### src/rtl/wb_stage.sv
// Writeback stage: MEM/WB pipeline register, result select and load alignment.
// Define WB_INSTRET_EN to add the 64-bit retired-instruction counter and port.
module wb_stage (
  input  logic        clk,
  input  logic        rst,
  input  logic        mem_valid,
  input  logic        mem_reg_write,
  input  logic [4:0]  mem_rd,
  input  logic [1:0]  mem_result_src,
  input  logic [2:0]  mem_funct3,
  input  logic [31:0] mem_alu_result,
  input  logic [31:0] mem_read_data,
  input  logic [31:0] mem_pc_plus4,
  input  logic        hold,
  input  logic        flush,
  output logic        WE_reg,
  output logic [4:0]  A3,
  output logic [31:0] WD_reg
`ifdef WB_INSTRET_EN
  ,
  output logic [63:0] instret
`endif
);

  logic        valid;
  logic        reg_write;
  logic [4:0]  rd;
  logic [1:0]  result_src;
  logic [2:0]  funct3;
  logic [31:0] alu_result;
  logic [31:0] read_data;
  logic [31:0] pc_plus4;
  logic        wr_done;

  // wr_done marks a held instruction whose single write has already been issued
  always_ff @(posedge clk) begin
    if (rst) begin
      valid      <= 1'b0;
      reg_write  <= 1'b0;
      rd         <= 5'd0;
      result_src <= 2'b00;
      funct3     <= 3'b000;
      alu_result <= 32'd0;
      read_data  <= 32'd0;
      pc_plus4   <= 32'd0;
      wr_done    <= 1'b0;
    end else if (flush) begin
      valid   <= 1'b0;
      wr_done <= 1'b0;
    end else if (hold) begin
      if (valid) begin
        wr_done <= 1'b1;
      end
    end else begin
      valid      <= mem_valid;
      reg_write  <= mem_reg_write;
      rd         <= mem_rd;
      result_src <= mem_result_src;
      funct3     <= mem_funct3;
      alu_result <= mem_alu_result;
      read_data  <= mem_read_data;
      pc_plus4   <= mem_pc_plus4;
      wr_done    <= 1'b0;
    end
  end

  logic [7:0]  load_byte;
  logic [15:0] load_half;
  logic [31:0] load_data;

  // Little-endian lane select; halfword ignores offset bit 0
  always_comb begin
    load_byte = read_data[7:0];
    case (alu_result[1:0])
      2'd0: load_byte = read_data[7:0];
      2'd1: load_byte = read_data[15:8];
      2'd2: load_byte = read_data[23:16];
      2'd3: load_byte = read_data[31:24];
      default: load_byte = read_data[7:0];
    endcase
    load_half = alu_result[1] ? read_data[31:16] : read_data[15:0];
  end

  always_comb begin
    load_data = read_data;
    case (funct3)
      3'b000:  load_data = {{24{load_byte[7]}}, load_byte};
      3'b100:  load_data = {24'd0, load_byte};
      3'b001:  load_data = {{16{load_half[15]}}, load_half};
      3'b101:  load_data = {16'd0, load_half};
      default: load_data = read_data;
    endcase
  end

  always_comb begin
    WD_reg = alu_result;
    case (result_src)
      2'b01:   WD_reg = load_data;
      2'b10:   WD_reg = pc_plus4;
      default: WD_reg = alu_result;
    endcase
  end

  assign WE_reg = valid & reg_write & (rd != 5'd0) & ~wr_done;
  assign A3     = rd;

`ifdef WB_INSTRET_EN
  // Counts each valid instruction once, in its first WB cycle
  always_ff @(posedge clk) begin
    if (rst) begin
      instret <= 64'd0;
    end else if (valid & ~wr_done) begin
      instret <= instret + 64'd1;
    end
  end
`endif

endmodule

### config.mk
export PLATFORM = sky130hd
export DESIGN_NAME = wb_stage
export DESIGN_NICKNAME = d
export VERILOG_FILES = /design/src/rtl/wb_stage.sv
export SDC_FILE = /design/constraint.sdc
export NUM_CORES = 1
export LEC_CHECK = 0
export BUFFER_PORTS_ARGS = -buffer_cell sky130_fd_sc_hd__buf_2
export CORE_MARGIN = 2
export CORE_UTILIZATION = 55
export DETAILED_ROUTE_END_ITERATION = 12
export PLACE_DENSITY = 0.81
export SLEW_MARGIN = 15
export SYNTH_ARGS = -nofsm -noshare
export SYNTH_HDL_FRONTEND = slang
export SYNTH_SLANG_ARGS = --single-unit
### constraint.sdc
create_clock -name clk -period 5 [get_ports clk]
set_input_delay 0.5 -clock clk [delete_from_list [all_inputs] [get_ports clk]]
set_output_delay 0.5 -clock clk [all_outputs]
set_load 0.005 [all_outputs]
==> results of run 1 <==
[power groups by stage]
stage	logic (mW)	registers, mW	clock network [mW]
6_report	0.224	0.941	0.562
5_1_grt	0.252	0.946	0.602
4_1_cts	0.224	0.940	0.572
3_5_place_dp	0.223	0.961	0
3_3_place_gp	0.219	0.959	0
2_1_floorplan	0.144	0.946	0
[per-stage QoR]
stage / power (mW) / utilization [%] / std cells / hold slack (ns) / instance area (um2)
after detailed placement: 1.18 / 64.7 / 901 / 0.447 / 5640
after global placement: 1.18 / 64.7 / 901 / 0.442 / 5640
after global routing: 1.80 / 67.0 / 915 / 0.347 / 5850
final: 1.73 / 67.0 / 915 / 0.364 / 5850
after CTS: 1.74 / 67.0 / 915 / 0.351 / 5850
after floorplan: 1.09 / - / 699 / 0.433 / 4970
[cell usage after synthesis, types with 3 or more instances]
| master | number |
|---|---|
| nor2_1 | 25 |
| o21ai_0 | 7 |
| a22o_1 | 7 |
| or3_1 | 6 |
| o221ai_1 | 15 |
| nand2b_1 | 3 |
| dfxtp_1 | 109 |
| inv_1 | 12 |
| buf_2 | 7 |
| a221oi_1 | 16 |
| mux2i_1 | 9 |
| a21oi_1 | 116 |
| nand2_1 | 287 |
| buf_1 | 4 |
| o22ai_1 | 8 |
| clkbuf_1 | 45 |
[flip-flops by register name, indices dropped and copies added, names as in the netlist]
name and count:
valid 1, funct3 3, read_data 32, result_src 2, reg_write 1, alu_result 32, A3 5, pc_plus4 32
wr_done 1
[area by class of cell]
| type | instances | area share (%) |
|---|---|---|
| clock buffers | 10 | 2.18 |
| clock inverters | 4 | 1.28 |
| inverters | 12 | 0.770 |
| multi-input cells | 520 | 42.9 |
| flip-flops and latches | 109 | 37.3 |
| well taps | 108 | 2.31 |
| repair buffers | 152 | 13.2 |
[per-layer routing]
metal  wire [um]  GRT usage, %  vias up
met5           0             0        -
met4         196          7.48        0
met3        1020          5.39       16
met2        6730          47.0      191
met1        5740          36.4     2380
li1            -             -     2543
[path summary, 6_finish.rpt]
| path | from | cells past startpoint | slack (ns) | endpoint |
|---|---|---|---|---|
| setup / recovery | result_src[0]$_SDFFE_PP0P_ | 7 | 1.80 | WD_reg[21] |
| hold / removal | mem_alu_result[4] | 3 | 0.36 | alu_result[4]$_SDFFE_PP0P_ |
| setup reg to reg | funct3[1]$_SDFFE_PP0P_ | 2 | 3.79 | funct3[1]$_SDFFE_PP0P_ |
| hold reg to reg | pc_plus4[13]$_SDFFE_PP0P_ | 2 | 0.46 | pc_plus4[13]$_SDFFE_PP0P_ |
[kinds of logic after synthesis]
logic type / Yosys count
AND/OR/NAND/NOR: 330
multiplexers: 11
adder cells (fa/ha/maj): 2
flip-flops: 109
AO/OA/AOI/OAI: 177
buffers and inverters: 70
[critical path, delay by kind of cell (launching register included)]
kind                     cells  cell delay [ns]
adder cells (fa/ha/maj)      1             0.28
buffers and inverters        3             0.50
flip-flops                   1             0.36
AND/OR/NAND/NOR              3             1.20
==> results.cfg, run 1 <==
[floorplanning]
core_mm2 = 0.00872
die_area_mm2 = 0.00981
ios = 150
rows = 34
dieHeight_um = 99.0
initial_core_util_pct = 57.0
chipWidth_um = 99.0

[synth]
synth-edff-count = 0
yosys-top-cells-area = dfxtp_1 44%, nand2_1 22%, a21oi_1 12%
synth_xor_area_share_pct = 0
synth_ff_type = dfxtp_1
seq_area_frac_synth_pct = 43.9
synth_adder_area_share_pct = 0.504
synth_area_leader_cell = dfxtp_1
yosysTopAreaCellShare_pct = 43.9
syn_avg_cell_area_um2 = 7.11
synthMuxAreaShare_pct = 2.42
synthCells = 699
yosys_warnings = 0
syn_nets = 813
synth_top_family_by_area = simple AND/OR/NAND/NOR gates
ys_seq_elements = 109
synth_compound_area_share_pct = 21.5
async_flop_share_pct = 0
ys_types = 31
synthesis.area_mm2 = 0.00497
synth-simple-area-share_pct = 25.9

[cells_and_area]
final_cell_mix = 287 x nand2_1, 148 x buf_2, 116 x a21oi_1
syn_to_final_growth_pct = 17.7
num_antenna_cells = 0
drive_above_1_share_pct = 21.2
ff_latch_area_mm2 = 0.00218
final_common_cell = nand2_1
fillers = 803
finalNetCount = 918
multi_input_area_mm2 = 0.00251

[power]
p_seq_share_pct = 54.5
irDropWorstVdd_v = 0.000163
cell_internal_pwr_mw = 1.28
clkPwrFrac_pct = 32.5
powerDensity_mw_per_mm2 = 295
p_leak_nw = 2.39
p_comb_share_pct = 13.0
p_sw_mw = 0.447
swShare_pct = 25.9

[grt]
groute.usage.overall_pct = 27.8
antenna_found_initial = 0
grt.overflow.total = 0
grt_pass1_wl_mm = 22.2
first_global_vias = 4788
grt_max_degree = 110

[sta]
skew_ns = 0.000170
finalHoldViolCount = 0
slew_violations = 0
max_freq_mhz = 312
tightest_slew_ns = 1.13
period_minus_slack_ns = 3.20
slew_headroom_pct = 24.5
setup_ws_ns = 1.80
fin_crit_sh_pct = 64.0
setup_tns_ns = 0
rsz0062_at_grt = false
setup_viol = 0

[cts]
holdBufCountCts = 0
cts-buffers-inserted = 9
cts_root_buffer = clkbuf_8
htree_levels = 3
clk_pin_slew_ns = 0.10
cts_tree = yes
clock_latency_ns = 0.36
cts_sinks = 109
cts_buffer_depth = 2
cts_resized = 0
cts_setup_buffers = 0

[drt]
viasPerCell = 5.61
wl_per_cell_um = 15.0
wl_mm = 13.7
drtAntennaViolNets = 0
dr.pass1.iters = 5
vias = 5130
drc = 0
drt_iter0_drc = 298

[hold_path]
hp-class = primary input to flip-flop

[worst_setup_path]
critical_path_class = flip-flop to primary output
endpoint_kind = primary output
slowest_stage = or4_1
required_ns = 4.50
critPathArrivalTime_ns = 2.70
crit_chain = inv_1 > ha_2 > buf_4 > nand2b_1 > or4_1 > nand2_1 > buf_2
critPathMaxFanout = 65
critPathLaunchType = flip-flop
slowest_delay_ns = 0.75

[placed_design]
pre_cts_ws_ns = 2.20
gp_congestion = 0.914
dpl.hpwl_mm = 9.38
portBuffers = 149

[job]
maxCapViolations = 0

[status]
status = complete, no violations
No activity file was read; power rests on OpenSTA's default activity.
==> run 2: changes to the inputs <==
--- a/config.mk
+++ b/config.mk
@@ -5,11 +5,12 @@
 export SDC_FILE = /design/constraint.sdc
 export NUM_CORES = 1
 export LEC_CHECK = 0
+export ABC_AREA = 1
 export BUFFER_PORTS_ARGS = -buffer_cell sky130_fd_sc_hd__buf_2
 export CORE_MARGIN = 2
-export CORE_UTILIZATION = 55
+export CORE_UTILIZATION = 47
 export DETAILED_ROUTE_END_ITERATION = 12
-export PLACE_DENSITY = 0.81
+export PLACE_DENSITY = 0.73
 export SLEW_MARGIN = 15
 export SYNTH_ARGS = -nofsm -noshare
 export SYNTH_HDL_FRONTEND = slang
==> constraint.sdc (replaced) <==
create_clock -name clk -period 2.9 [get_ports clk]
set_input_delay 0.29 -clock clk [delete_from_list [all_inputs] [get_ports clk]]
set_output_delay 0.29 -clock clk [all_outputs]
set_load 0.005 [all_outputs]
==> results.cfg, run 2 <==
[worst_setup_path]
slowest_delay_ns = 0.61
crit_chain = inv_2 > nand3_1 > nand3_4 > nand2_4 > nand2_1 > a21oi_1 > buf_2
required_ns = 2.61
critical_path_class = flip-flop to primary output
critical_path.startpoint = alu_result[1]$_SDFFE_PP0P_
critPathMaxFanout = 16
reg2reg_slack_ns = 1.87
slowest_stage = dfxtp_1
worst-r2r-cell-count = 2
critPathLaunchType = flip-flop
critPathArrivalTime_ns = 2.12
endpoint_kind = primary output
worstReg2RegStart = alu_result[1]$_SDFFE_PP0P_
rr_endpoint = alu_result[1]$_SDFFE_PP0P_

[synth]
synth_common_cells = 244 x nor2_1, 124 x o21ai_0, 109 x dfxtp_1, 95 x a21oi_1, 77 x nand2_1
ys_seq_elements = 109
yosys_warnings = 0
async_flop_share_pct = 0
synth_adder_area_share_pct = 0.499
yosysMostFrequentCell = nor2_1
seq_area_frac_synth_pct = 43.5
synthCells = 758
yosys-top-cells-area = dfxtp_1 44%, nor2_1 18%, o21ai_0 12%
ys_types = 25
synth_area_leader_cell = dfxtp_1
synth_compound_area_share_pct = 22.7
synth-edff-count = 0
synthMuxAreaShare_pct = 0
synth_ff_type = dfxtp_1
yosysTopAreaCellShare_pct = 43.5
synthesis.area_mm2 = 0.00502
synth_xor_area_share_pct = 0
synth_top_family_by_area = simple AND/OR/NAND/NOR gates
syn_avg_cell_area_um2 = 6.62
syn_nets = 872
synth-simple-area-share_pct = 26.7

[cells_and_area]
num_antenna_cells = 0
drive_above_1_share_pct = 21.0
top_regs = alu_result (32), pc_plus4 (32), read_data (32)
final_cell_mix = 244 x nor2_1, 149 x buf_2, 124 x o21ai_0
syn_to_final_growth_pct = 19.8
final_common_cell = nor2_1
fillers = 1032
finalNetCount = 989

[cts]
cts_sinks = 109
cts_buffer_depth = 2
cts_tree = yes
cts_resized = 0
cts-buffers-inserted = 9
holdBufCountCts = 0
clk_pin_slew_ns = 0.10
cts_root_buffer = clkbuf_8
htree_levels = 3
clock_latency_ns = 0.37
cts_setup_buffers = 0

[placed_design]
dpl.hpwl_mm = 11.0
gp_congestion = 0.965
pre_cts_ws_ns = 0.932
portBuffers = 149

[hold_path]
hold_end = read_data[12]$_SDFFE_PP0P_
hp-class = primary input to flip-flop
hold_depth = 3
hp-start = mem_read_data[12]

[sta]
max_freq_mhz = 415
fin_crit_sh_pct = 83.0
setup_ws_ns = 0.492
slew_violations = 0
setup_tns_ns = 0
slew_headroom_pct = 49.3
period_minus_slack_ns = 2.41
rsz0062_at_grt = false
finalHoldViolCount = 0
setup_viol = 0
tightest_slew_ns = 0.761
skew_ns = 0.000849
holdWs_ns = 0.136

[drt]
vias = 5360
drtAntennaViolNets = 0
wl_mm = 15.3
drc = 0
wl_per_cell_um = 15.0
dr.pass1.iters = 5
drt_iter0_drc = 601
viasPerCell = 5.28

[grt]
antenna_found_initial = 0
groute.usage.overall_pct = 26.5
grt.overflow.total = 0
grt_max_degree = 87
first_global_vias = 4980
grt_pass1_wl_mm = 24.2

[job]
maxCapViolations = 0

[floorplanning]
rows = 37
die_area_mm2 = 0.0115
ios = 150
initial_core_util_pct = 48.6
dieHeight_um = 107
chipWidth_um = 107
core_mm2 = 0.0103

[power]
p_leak_nw = 2.87
irDropWorstVdd_v = 0.000464
powerDensity_mw_per_mm2 = 543

[status]
status = complete, no violations
-- run 2: changes by cell type after synthesis, sizes merged, moves of 8 or more --
cell | before | now
a21oi | 116 | 95
mux2i | 9 | 0
a221oi | 16 | 0
o221ai | 15 | 0
nor2 | 25 | 246
o21ai | 7 | 124
nand2 | 287 | 79
nand3 | 0 | 9
inv | 12 | 30
o22ai | 8 | 0
-- run 2: worst max-delay path: cells and delay by family (launching register included) --
family,cells,cell delay (ns)
compound gates,1,0.15
buf+inv,2,0.35
flops,1,0.61
simple gates,4,0.62
-- run 2: logic make-up after synthesis --
logic type	Yosys count
simple gates	340
compound gates	225
flops	109
buf+inv	82
fa+ha+maj	2
-- run 2: cell type report --
| type | instances | area (um2) | area share, % |
|---|---|---|---|
| clock buffer | 13 | 149 | 2.48 |
| clock inverter | 3 | 45.0 | 0.750 |
| inverter | 30 | 114 | 1.90 |
| multi-input combinational | 567 | 2510 | 41.8 |
| sequential | 109 | 2180 | 36.3 |
| tap | 136 | 170 | 2.83 |
| timing repair buffer | 158 | 838 | 14.0 |
-- run 2: per-stage QoR --
step	power (mW)	cells	area [um2]	util, %
after floorplan	2.09	758	5020	-
after global placement	2.36	1000	5810	56.3
after detailed placement	2.37	1000	5810	56.3
after CTS	3.28	1016	6010	58.2
after global routing	3.44	1016	6010	58.2
final	3.26	1016	6010	58.2
-- run 2: per-layer routing --
| metal | global-route usage [%] | vias to the layer above | part of all wire [%] |
|---|---|---|---|
| met5 | 0 | - | 0 |
| met3 | 5.99 | 22 | 7.5 |
| met4 | 7.88 | 0 | 1.6 |
| met2 | 41.9 | 231 | 45 |
| met1 | 36.1 | 2423 | 46 |
| li1 | - | 2684 | - |
-- run 2: worst max-delay path by stage --
stage                       endpoint  slack (ns)  cells past startpoint
after floorplan           WD_reg[10]        1.31                      6
after global placement     WD_reg[5]        0.95                      7
after detailed placement  WD_reg[21]        0.93                      7
after CTS                 WD_reg[21]        0.51                      7
after global routing      WD_reg[21]        0.33                      7
final                     WD_reg[24]        0.49                      7
-- run 2: power breakdown --
part	total, mW	internal [mW]	switching (mW)
Combinational	0.694	0.267	0.427
Sequential	1.65	1.60	0.0587
Clock	0.914	0.425	0.490
